==> src/rtl/ls_pkg.sv <==
// Load/store shared definitions: access-size codes (common to control unit,
// memory access unit and load-size extractor) plus the access FSM encoding.
// No ports; pure declarations and one alignment helper.
package ls_pkg;

  // Access size, same code as LS_control.
  typedef enum logic [1:0] {
    SIZE_NONE = 2'b00,
    SIZE_B    = 2'b01,
    SIZE_H    = 2'b10,
    SIZE_W    = 2'b11
  } ls_size_e;

  typedef enum logic [1:0] {
    ST_IDLE    = 2'b00,
    ST_RD_WAIT = 2'b01,
    ST_WRITE   = 2'b10,
    ST_DONE    = 2'b11
  } mau_state_e;

  // Halfwords need an even address, words a 4-byte aligned one; bytes never fault.
  function automatic logic is_misaligned(input ls_size_e size, input logic [1:0] addr_lo);
    logic bad;
    bad = 1'b0;
    case (size)
      SIZE_H:  bad = addr_lo[0];
      SIZE_W:  bad = (addr_lo != 2'b00);
      default: bad = 1'b0;
    endcase
    return bad;
  endfunction

endpackage

==> src/rtl/store_merge.sv <==
// Purpose: merges store data into the old memory word for SB/SH read-modify-write.
// Latency: combinational. Backpressure: none (pure function of its inputs).
// Ports: size_i access size, old_i word read from memory, wdata_i store data
//        (byte/half in low bits), merged_o word to write back.
module store_merge
  import ls_pkg::*;
(
  input  ls_size_e    size_i,
  input  logic [31:0] old_i,
  input  logic [31:0] wdata_i,
  output logic [31:0] merged_o
);

  always_comb begin
    merged_o = old_i;
    case (size_i)
      SIZE_B:  merged_o = {old_i[31:8], wdata_i[7:0]};
      SIZE_H:  merged_o = {old_i[31:16], wdata_i[15:0]};
      SIZE_W:  merged_o = wdata_i;
      // A zero-size merge leaves the word untouched.
      default: merged_o = old_i;
    endcase
  end

endmodule

==> src/rtl/mem_access_unit.sv <==
// Purpose: sequences loads, word stores and byte/half read-modify-write stores
//          between the multicycle control unit and a word-wide byte-addressed memory.
// Latency: done after 1 (no-op/misaligned), 2 (SW), MEM_LATENCY+2 (load),
//          MEM_LATENCY+3 (SB/SH) cycles from the accept edge.
// Backpressure: req_ready only in IDLE; requests are ignored while busy and the
//          next one is accepted the cycle after done.
// Ports: clk/reset (async active-low); req_valid/req_ready/req_write/req_size/
//        req_addr/req_wdata from the control unit; mem_addr/mem_wr/mem_wdata/
//        mem_rdata to data memory; mdr_out raw loaded word; done/align_err status.
module mem_access_unit
  import ls_pkg::*;
#(
  parameter int MEM_LATENCY = 1,
  parameter int CNT_W       = 2
) (
  input  logic        clk,
  input  logic        reset,
  input  logic        req_valid,
  output logic        req_ready,
  input  logic        req_write,
  input  logic [1:0]  req_size,
  input  logic [31:0] req_addr,
  input  logic [31:0] req_wdata,
  output logic [31:0] mem_addr,
  output logic        mem_wr,
  output logic [31:0] mem_wdata,
  input  logic [31:0] mem_rdata,
  output logic [31:0] mdr_out,
  output logic        done,
  output logic        align_err
);

  // The latency counter must be able to hold MEM_LATENCY without wrapping.
  if (MEM_LATENCY < 1 || MEM_LATENCY > (2 ** CNT_W) - 1) begin : g_bad_latency
    $error("mem_access_unit: MEM_LATENCY out of range for CNT_W");
  end

  mau_state_e       state_q, state_d;
  logic [CNT_W-1:0] cnt_q, cnt_d;
  logic             wr_q, wr_d;
  ls_size_e         size_q, size_d;
  logic             err_q, err_d;
  logic [31:0]      mem_addr_q, mem_addr_d;
  logic [31:0]      mem_wdata_q, mem_wdata_d;
  logic             mem_wr_q, mem_wr_d;
  logic [31:0]      mdr_q, mdr_d;

  ls_size_e         req_size_e;
  logic             req_misal;
  logic [31:0]      merged;

  assign req_size_e = ls_size_e'(req_size);
  assign req_misal  = is_misaligned(req_size_e, req_addr[1:0]);

  // mem_wdata_q doubles as the store-data holding register during RD_WAIT:
  // mem_wr is low there, so its value is not visible to the memory.
  store_merge u_store_merge (
    .size_i   (size_q),
    .old_i    (mem_rdata),
    .wdata_i  (mem_wdata_q),
    .merged_o (merged)
  );

  always_comb begin
    state_d     = state_q;
    cnt_d       = cnt_q;
    wr_d        = wr_q;
    size_d      = size_q;
    err_d       = err_q;
    mem_addr_d  = mem_addr_q;
    mem_wdata_d = mem_wdata_q;
    mem_wr_d    = 1'b0;
    mdr_d       = mdr_q;

    case (state_q)
      ST_IDLE: begin
        if (req_valid) begin
          wr_d   = req_write;
          size_d = req_size_e;
          err_d  = req_misal;
          if (req_misal || req_size_e == SIZE_NONE) begin
            state_d = ST_DONE;
          end else begin
            mem_addr_d  = req_addr;
            mem_wdata_d = req_wdata;
            if (req_write && req_size_e == SIZE_W) begin
              state_d  = ST_WRITE;
              mem_wr_d = 1'b1;
            end else begin
              state_d = ST_RD_WAIT;
              cnt_d   = CNT_W'(MEM_LATENCY);
            end
          end
        end
      end

      ST_RD_WAIT: begin
        // Counter reaches zero on edge A+MEM_LATENCY; the word is sampled one edge later.
        if (cnt_q == '0) begin
          if (wr_q) begin
            state_d     = ST_WRITE;
            mem_wr_d    = 1'b1;
            mem_wdata_d = merged;
          end else begin
            state_d = ST_DONE;
            mdr_d   = mem_rdata;
          end
        end else begin
          cnt_d = cnt_q - CNT_W'(1);
        end
      end

      ST_WRITE: state_d = ST_DONE;
      ST_DONE:  state_d = ST_IDLE;
      default:  state_d = ST_IDLE;
    endcase
  end

  always_ff @(posedge clk or negedge reset) begin
    if (!reset) begin
      state_q     <= ST_IDLE;
      cnt_q       <= '0;
      wr_q        <= 1'b0;
      size_q      <= SIZE_NONE;
      err_q       <= 1'b0;
      mem_addr_q  <= '0;
      mem_wdata_q <= '0;
      mem_wr_q    <= 1'b0;
      mdr_q       <= '0;
    end else begin
      state_q     <= state_d;
      cnt_q       <= cnt_d;
      wr_q        <= wr_d;
      size_q      <= size_d;
      err_q       <= err_d;
      mem_addr_q  <= mem_addr_d;
      mem_wdata_q <= mem_wdata_d;
      mem_wr_q    <= mem_wr_d;
      mdr_q       <= mdr_d;
    end
  end

  assign req_ready = (state_q == ST_IDLE);
  assign done      = (state_q == ST_DONE);
  assign align_err = done & err_q;
  assign mem_addr  = mem_addr_q;
  assign mem_wdata = mem_wdata_q;
  assign mem_wr    = mem_wr_q;
  assign mdr_out   = mdr_q;

endmodule

==> config.mk <==
export PLATFORM = sky130hd
export DESIGN_NAME = mem_access_unit
export DESIGN_NICKNAME = d
export VERILOG_FILES = /design/src/rtl/ls_pkg.sv /design/src/rtl/store_merge.sv /design/src/rtl/mem_access_unit.sv
export SDC_FILE = /design/constraint.sdc
export NUM_CORES = 1
export LEC_CHECK = 0
export ABC_AREA = 1
export BUFFER_PORTS_ARGS = -buffer_cell sky130_fd_sc_hd__buf_2
export CORE_UTILIZATION = 47
export CTS_BUF_LIST = sky130_fd_sc_hd__clkbuf_4
export CTS_CLUSTER_SIZE = 25
export DETAILED_ROUTE_END_ITERATION = 8
export PLACE_DENSITY = 0.79
export SYNTH_ARGS = -nofsm -noshare
export SYNTH_HDL_FRONTEND = slang
export SYNTH_SLANG_ARGS = --single-unit
export TNS_END_PERCENT = 50
==> constraint.sdc <==
create_clock -name clk -period 2.24 [get_ports clk]
set_clock_uncertainty 0.2 [all_clocks]
set_input_delay 0.448 -clock clk [delete_from_list [all_inputs] [get_ports clk]]
set_output_delay 0.448 -clock clk [all_outputs]
set_load 0.05 [all_outputs]
After elaboration in Yosys (flattened, before gate mapping)
Index checks and enable logic that the tools add are counted.
{"block": "word_totals", "reg_bits": 105, "in_bits": 102, "word_cells": 71}
{"block": "classes", "n_addsub": 1, "eq_ne": 17, "n_mux": 24, "n_bitwise": 3, "n_reduce_logical": 15}
{"operator": "32-bit 2-to-1 mux", "n": 4}
{"operator": "32-bit case mux with 3 select lines", "n": 1}
{"operator": "32-bit case mux with 2 select lines", "n": 1}
{"operator": "2-bit != test (second input constant)", "n": 9}
{"operator": "2-bit 2-to-1 mux", "n": 8}
{"operator": "2-bit == test (second input constant)", "n": 6}
{"operator": "2-bit case mux with 4 select lines", "n": 1}
{"operator": "8-bit AND reduction", "n": 1}
{"operator": "7-bit AND reduction", "n": 1}
{"operator": "2-bit zero test", "n": 3}
{"operator": "1-bit 2-to-1 mux", "n": 6}
{"operator": "3-bit AND reduction", "n": 2}
{"operator": "6-bit AND reduction", "n": 1}
{"operator": "5-bit AND reduction", "n": 1}
{"operator": "2-bit by 1-bit == test with 1-bit output (second input constant)", "n": 2}
{"operator": "1-bit case mux with 2 select lines", "n": 2}
{"operator": "2-bit case mux with 2 select lines", "n": 1}
{"operator": "2-bit AND reduction", "n": 2}
{"operator": "2-bit nonzero test", "n": 2}
{"operator": "1-bit inverter", "n": 2}
{"operator": "2-bit by 1-bit subtractor with 2-bit output (second input constant)", "n": 1}
{"operator": "1-bit bitwise AND", "n": 1}
{"operator": "1-bit logical AND", "n": 1}
{"operator": "1-bit logical OR", "n": 1}

Longest topological paths before layout
{"block": "logic_depth", "depth_word": 6, "mapped_depth": 9}

Hierarchy
A second synthesis with hierarchy kept.
{"block": "hier_totals", "hier_cells": 633, "area_unflattened_um2": 5292.6}
{"mod": "mem_access_unit", "instances": 1, "cells_each": 526, "area_each_um2": 4775.8, "seq_area_each_um2": 2627.5}
{"mod": "store_merge", "instances": 1, "cells_each": 107, "area_each_um2": 516.7, "seq_area_each_um2": 0.0}

Worst setup path before layout
Ideal clock, no wire load.
{"block": "synth_timing", "kind": "flip-flop to flip-flop", "start": "reg state_q[0]", "end": "reg mem_wdata_q[16], in the netlist mem_wdata[16]", "setup_time_ps": 118, "arrival_time_ps": 1875, "required_time_ps": 1922, "slack_ps": 47, "path_stages_with_launch": 9, "path_buffers": 1, "path_cell_list": "dfrtp_1 > inv_1 > ha_1 > nor2_1 > inv_2 > nand4_4 > buf_4 > nand2_1 > nand2_1"}
{"block": "synth_between", "elab_chain_cells": 3, "elab_cells_between_ends": 10, "classes_between": "eq/ne: 6; mux: 1; reduce/logical: 3"}
{"item": "start: declaration", "line": "mem_access_unit.sv:38", "rtl": "mau_state_e state_q, state_d;"}
{"item": "start signal: assignment", "line": "mem_access_unit.sv:131", "rtl": "state_q <= state_d;"}
{"item": "2-bit zero test (*)"}
{"item": "via req_ready", "line": "mem_access_unit.sv:19", "rtl": "output logic req_ready,"}
{"item": "2-bit != test (no source line) or 2-bit nonzero test (tied branches)"}
{"item": "6-bit AND reduction (no source line)"}
{"item": "end signal: assignment", "line": "mem_access_unit.sv:137", "rtl": "mem_wdata_q <= mem_wdata_d;"}
{"item": "end: declaration", "line": "mem_access_unit.sv:44", "rtl": "logic [31:0] mem_wdata_q, mem_wdata_d;"}
The timed path passes the listed nets; every way through them passes the cells marked *.
A chain may end at the register's enable or synchronous reset.

Worst setup path in the final report
{"block": "layout_timing", "start": "reg state_q[0]", "end": "out req_ready"}
{"block": "layout_between", "elab_chain_cells": 1}
{"item": "2-bit zero test", "line": "mem_access_unit.sv:143", "rtl": "assign req_ready = (state_q == ST_IDLE);"}
{"item": "end: declaration", "line": "mem_access_unit.sv:19"}
Every way passes these cells.

==> impl_results.md <==
* Run status: complete, no violations
* Worst hold path startpoint: mem_rdata[9]
* Clock tree from TritonCTS: built
* Post-synth top area share at ~55%
* Row count at 36
* Switching component of the power at 6.47 mW
* Die Y-Extent at 103 um
* Antenna violations before repair at 0
* Worst supply voltage drop on vdd at 1.17 mV
* Final Hold Viols at 0
* MaxCap Viol Count at 0
* Total GRT Usage at approximately a quarter
* Slack of the critical path at approximately 0.11 ns
* Non-filler cells, final at 912
* Final Critical Period at 2.13 ns
* Count leader, synth: sky130_fd_sc_hd__nand2_1
* Number of buffers between clock root and the deepest sink at 2
* Signal arrival time at the worst endpoint at 1.48 ns
* RSZ-0062 raised after global routing: no
* Post-CTS clock slew at the launch and capture registers of the worst setup and hold paths at 0.15 ns
* Horizontal die dimension at a little over 100 um
* Total die area at 0.0107 mm2
* Number of diodes added for antenna fixing at 0
* Fraction of power consumed by the clock network at 7.1%
* Estimated wirelength of the detail-placed design at 9160 um
* Overall via count from detail_route at 4684
* Synth Net Count at roughly 640
* Final TNS setup at 0 ns
* DP Cell Count at 853
* Clock Sink Count at 105
* Slew Limit Fails at 0
* Total Nets Final at just under 900
* Critical path capture point type: output port
* Share of power burned in registers at 29.2%
* Library cell with the largest summed area after synthesis: sky130_fd_sc_hd__dfrtp_1
* Area of placed instances at between 0.005 and 0.006 mm2
* Pre-CTS WS at 0.271 ns
* Combinational power share at around 64%
* Reg2reg setup slack at 0.19 ns
* Input/output buffers at 201
* Routability cong. at 0.847
* Number of H-tree levels at 3
* Top-level port count at 202
* Worst Hold Class: input port to register
* FF-to-FF path depth at 7
* Fraction of power spent switching nets at 57.3%
* Leakage power at approximately 3.6 nW
* Pint at 4.83 mW
* Hold Crit Endpoint: mdr_out[9]
* Post-synthesis register bit count at 105
* Worst-skew pair later-pin latency at about 0.44 ns
* Sequential-to-total area share from yosys stat at 54.6%
* Utilization after layout at 65.9%
* Reg-to-reg critical path endpoint: mdr_out[27]
* Fin crit share at 95.1%
* Worst path required time at between 1.5 and 2 ns
* Final setup violation count at 0
* Class of the most critical setup path: register to output port
* Post-Route Hold Slack at 0.0301 ns
* Core Box Area at 0.00986 mm2
* Share of layout cells above drive strength 1 at about a third
* Inserted Clock Buffers at 9
* Routed via count divided by cell count at between 5 and 6
* Launching element type of the critical path: register
* Vias in the first global route at 4443
* Ys flop type: sky130_fd_sc_hd__dfrtp_1
* Overall routed net length at 13300 um
* Synthesized area per cell at around 9 um2
* Ys async rst share at 100%
* Crit path max fanout at 7
* Pin count of the biggest net entering global routing at 60
* Post CTS Setup Buffer Count at 0
* Pwr/cell area at 1740 mW/mm2
* Most numerous cell types in the synthesized netlist: sky130_fd_sc_hd__nand2_1, sky130_fd_sc_hd__dfrtp_1, sky130_fd_sc_hd__nand4_1, sky130_fd_sc_hd__o21ai_0, sky130_fd_sc_hd__mux2_1
* Drt initial violations at 211
* Transition time at the pin with the least slew margin at approximately 0.4 ns
* Area Growth Syn to Fin at 35.1%
* First-pass GRT wire length at ~20000 um
* Cell Area, Synth at about 0.0048 mm2
* Hold Path Depth at 2
* Wirelength per Cell at 14.6 um
* Root Buffer: sky130_fd_sc_hd__clkbuf_4
* Initial Utilization at around 50%
* Remaining routing DRC violations at 0
* Remaining antenna violation count after routing at 0
* First-pass DRT Iterations at 4
* Number of warning messages in the yosys log at 0
* Startpoint of the lowest-slack register-to-register path: state_q[1]
* Number of flops mapped to enable cells by yosys at 0
* Max_slew headroom at 72.7%
* Post-synth cell types at 29
* Largest cells by area after synthesis: sky130_fd_sc_hd__dfrtp_1, sky130_fd_sc_hd__nand2_1, sky130_fd_sc_hd__mux2_1
* GRT overflow at 0
* Total power consumption of the routed design at 11.3 mW
* Post-synthesis cell count at 535
* Final cell area excluding filler cells at between 0.006 and 0.007 mm2
* Highest clock rate at 0.469 GHz
-- critical path, stage by stage (launching register included) --
cell and delay, ns:
sky130_fd_sc_hd__dfrtp_1 0.44, sky130_fd_sc_hd__inv_1 0.16, sky130_fd_sc_hd__ha_4 0.22, sky130_fd_sc_hd__buf_4 0.22
-- what timing repair did --
| item | CTS | global route |
|---|---|---|
| hold buffers | 39 | 4 |
| resized for setup | 2 | 1 |
| setup endpoints to repair | 1 | 1 |
| endpoints found under the hold margin | 143 | 4 |
-- state kept, by name, indices dropped and copies added, names as in the netlist --
name / cells
mdr_out: 32
mem_addr: 32
mem_wdata: 32
cnt_q: 2
size_q: 2
state_q: 2
err_q: 1
mem_wr: 1
wr_q: 1
-- routing by layer --
layer	global-route usage, %	up-vias	share of wire (%)
met2	43.5	170	53
met3	3.76	46	3.8
met4	15.3	0	3.6
li1	-	2228	-
met1	29.3	2240	39
met5	0	-	0
-- power by group through the flow --
stage,logic (mW),clock network (mW),registers (mW)
2_1_floorplan,2.51,0,6.21
3_3_place_gp,6.96,0,3.29
3_5_place_dp,7.12,0,3.33
4_1_cts,7.19,0.833,3.30
5_1_grt,7.70,0.909,3.41
6_report,7.19,0.806,3.30
-- layout by cell type, fill, tap and decap left out, drive strengths merged, types with 2 or more instances in the layout --
cell / count
nand2: 238
a21oi: 2
a31oi: 2
clkinv: 6
nand3: 5
dlygate4sd3: 43
o21ai: 53
clkbuf: 10
dfrtp: 105
nand4: 35
buf: 215
mux2: 25
ha: 6
nor2: 7
inv: 22
-- cells by family after synthesis --
kind of cell               Yosys count  share of synthesized area, %
DFF                                105                          54.6
AOI/OAI and AO/OA                   62                          7.17
muxes                               25                          5.85
buffers and inverters               52                          5.56
adders and majority gates            6                          1.56
and+or+nand+nor                    285                          25.3
-- worst max-delay path by stage --
stage,from,to
2_1_floorplan,state_q[0],mem_wdata[16]
3_3_place_gp,state_q[0],mem_wr
3_5_place_dp,state_q[1],mdr_out[9]
4_1_cts,state_q[0],req_ready
5_1_grt,state_q[0],req_ready
6_report,state_q[0],req_ready
-- layout make-up --
| cell class | count | area, um2 |
|---|---|---|
| Clock inverter | 6 | 25.0 |
| Clock buffer | 10 | 75.1 |
| Timing Repair Buffer | 258 | 1600 |
| Multi-Input combinational cell | 378 | 1930 |
| Fill cell | 810 | 3360 |
| Inverter | 22 | 82.6 |
| Sequential cell | 105 | 2630 |
| Tap cell | 133 | 166 |
Power figures use the tool's default switching activity.
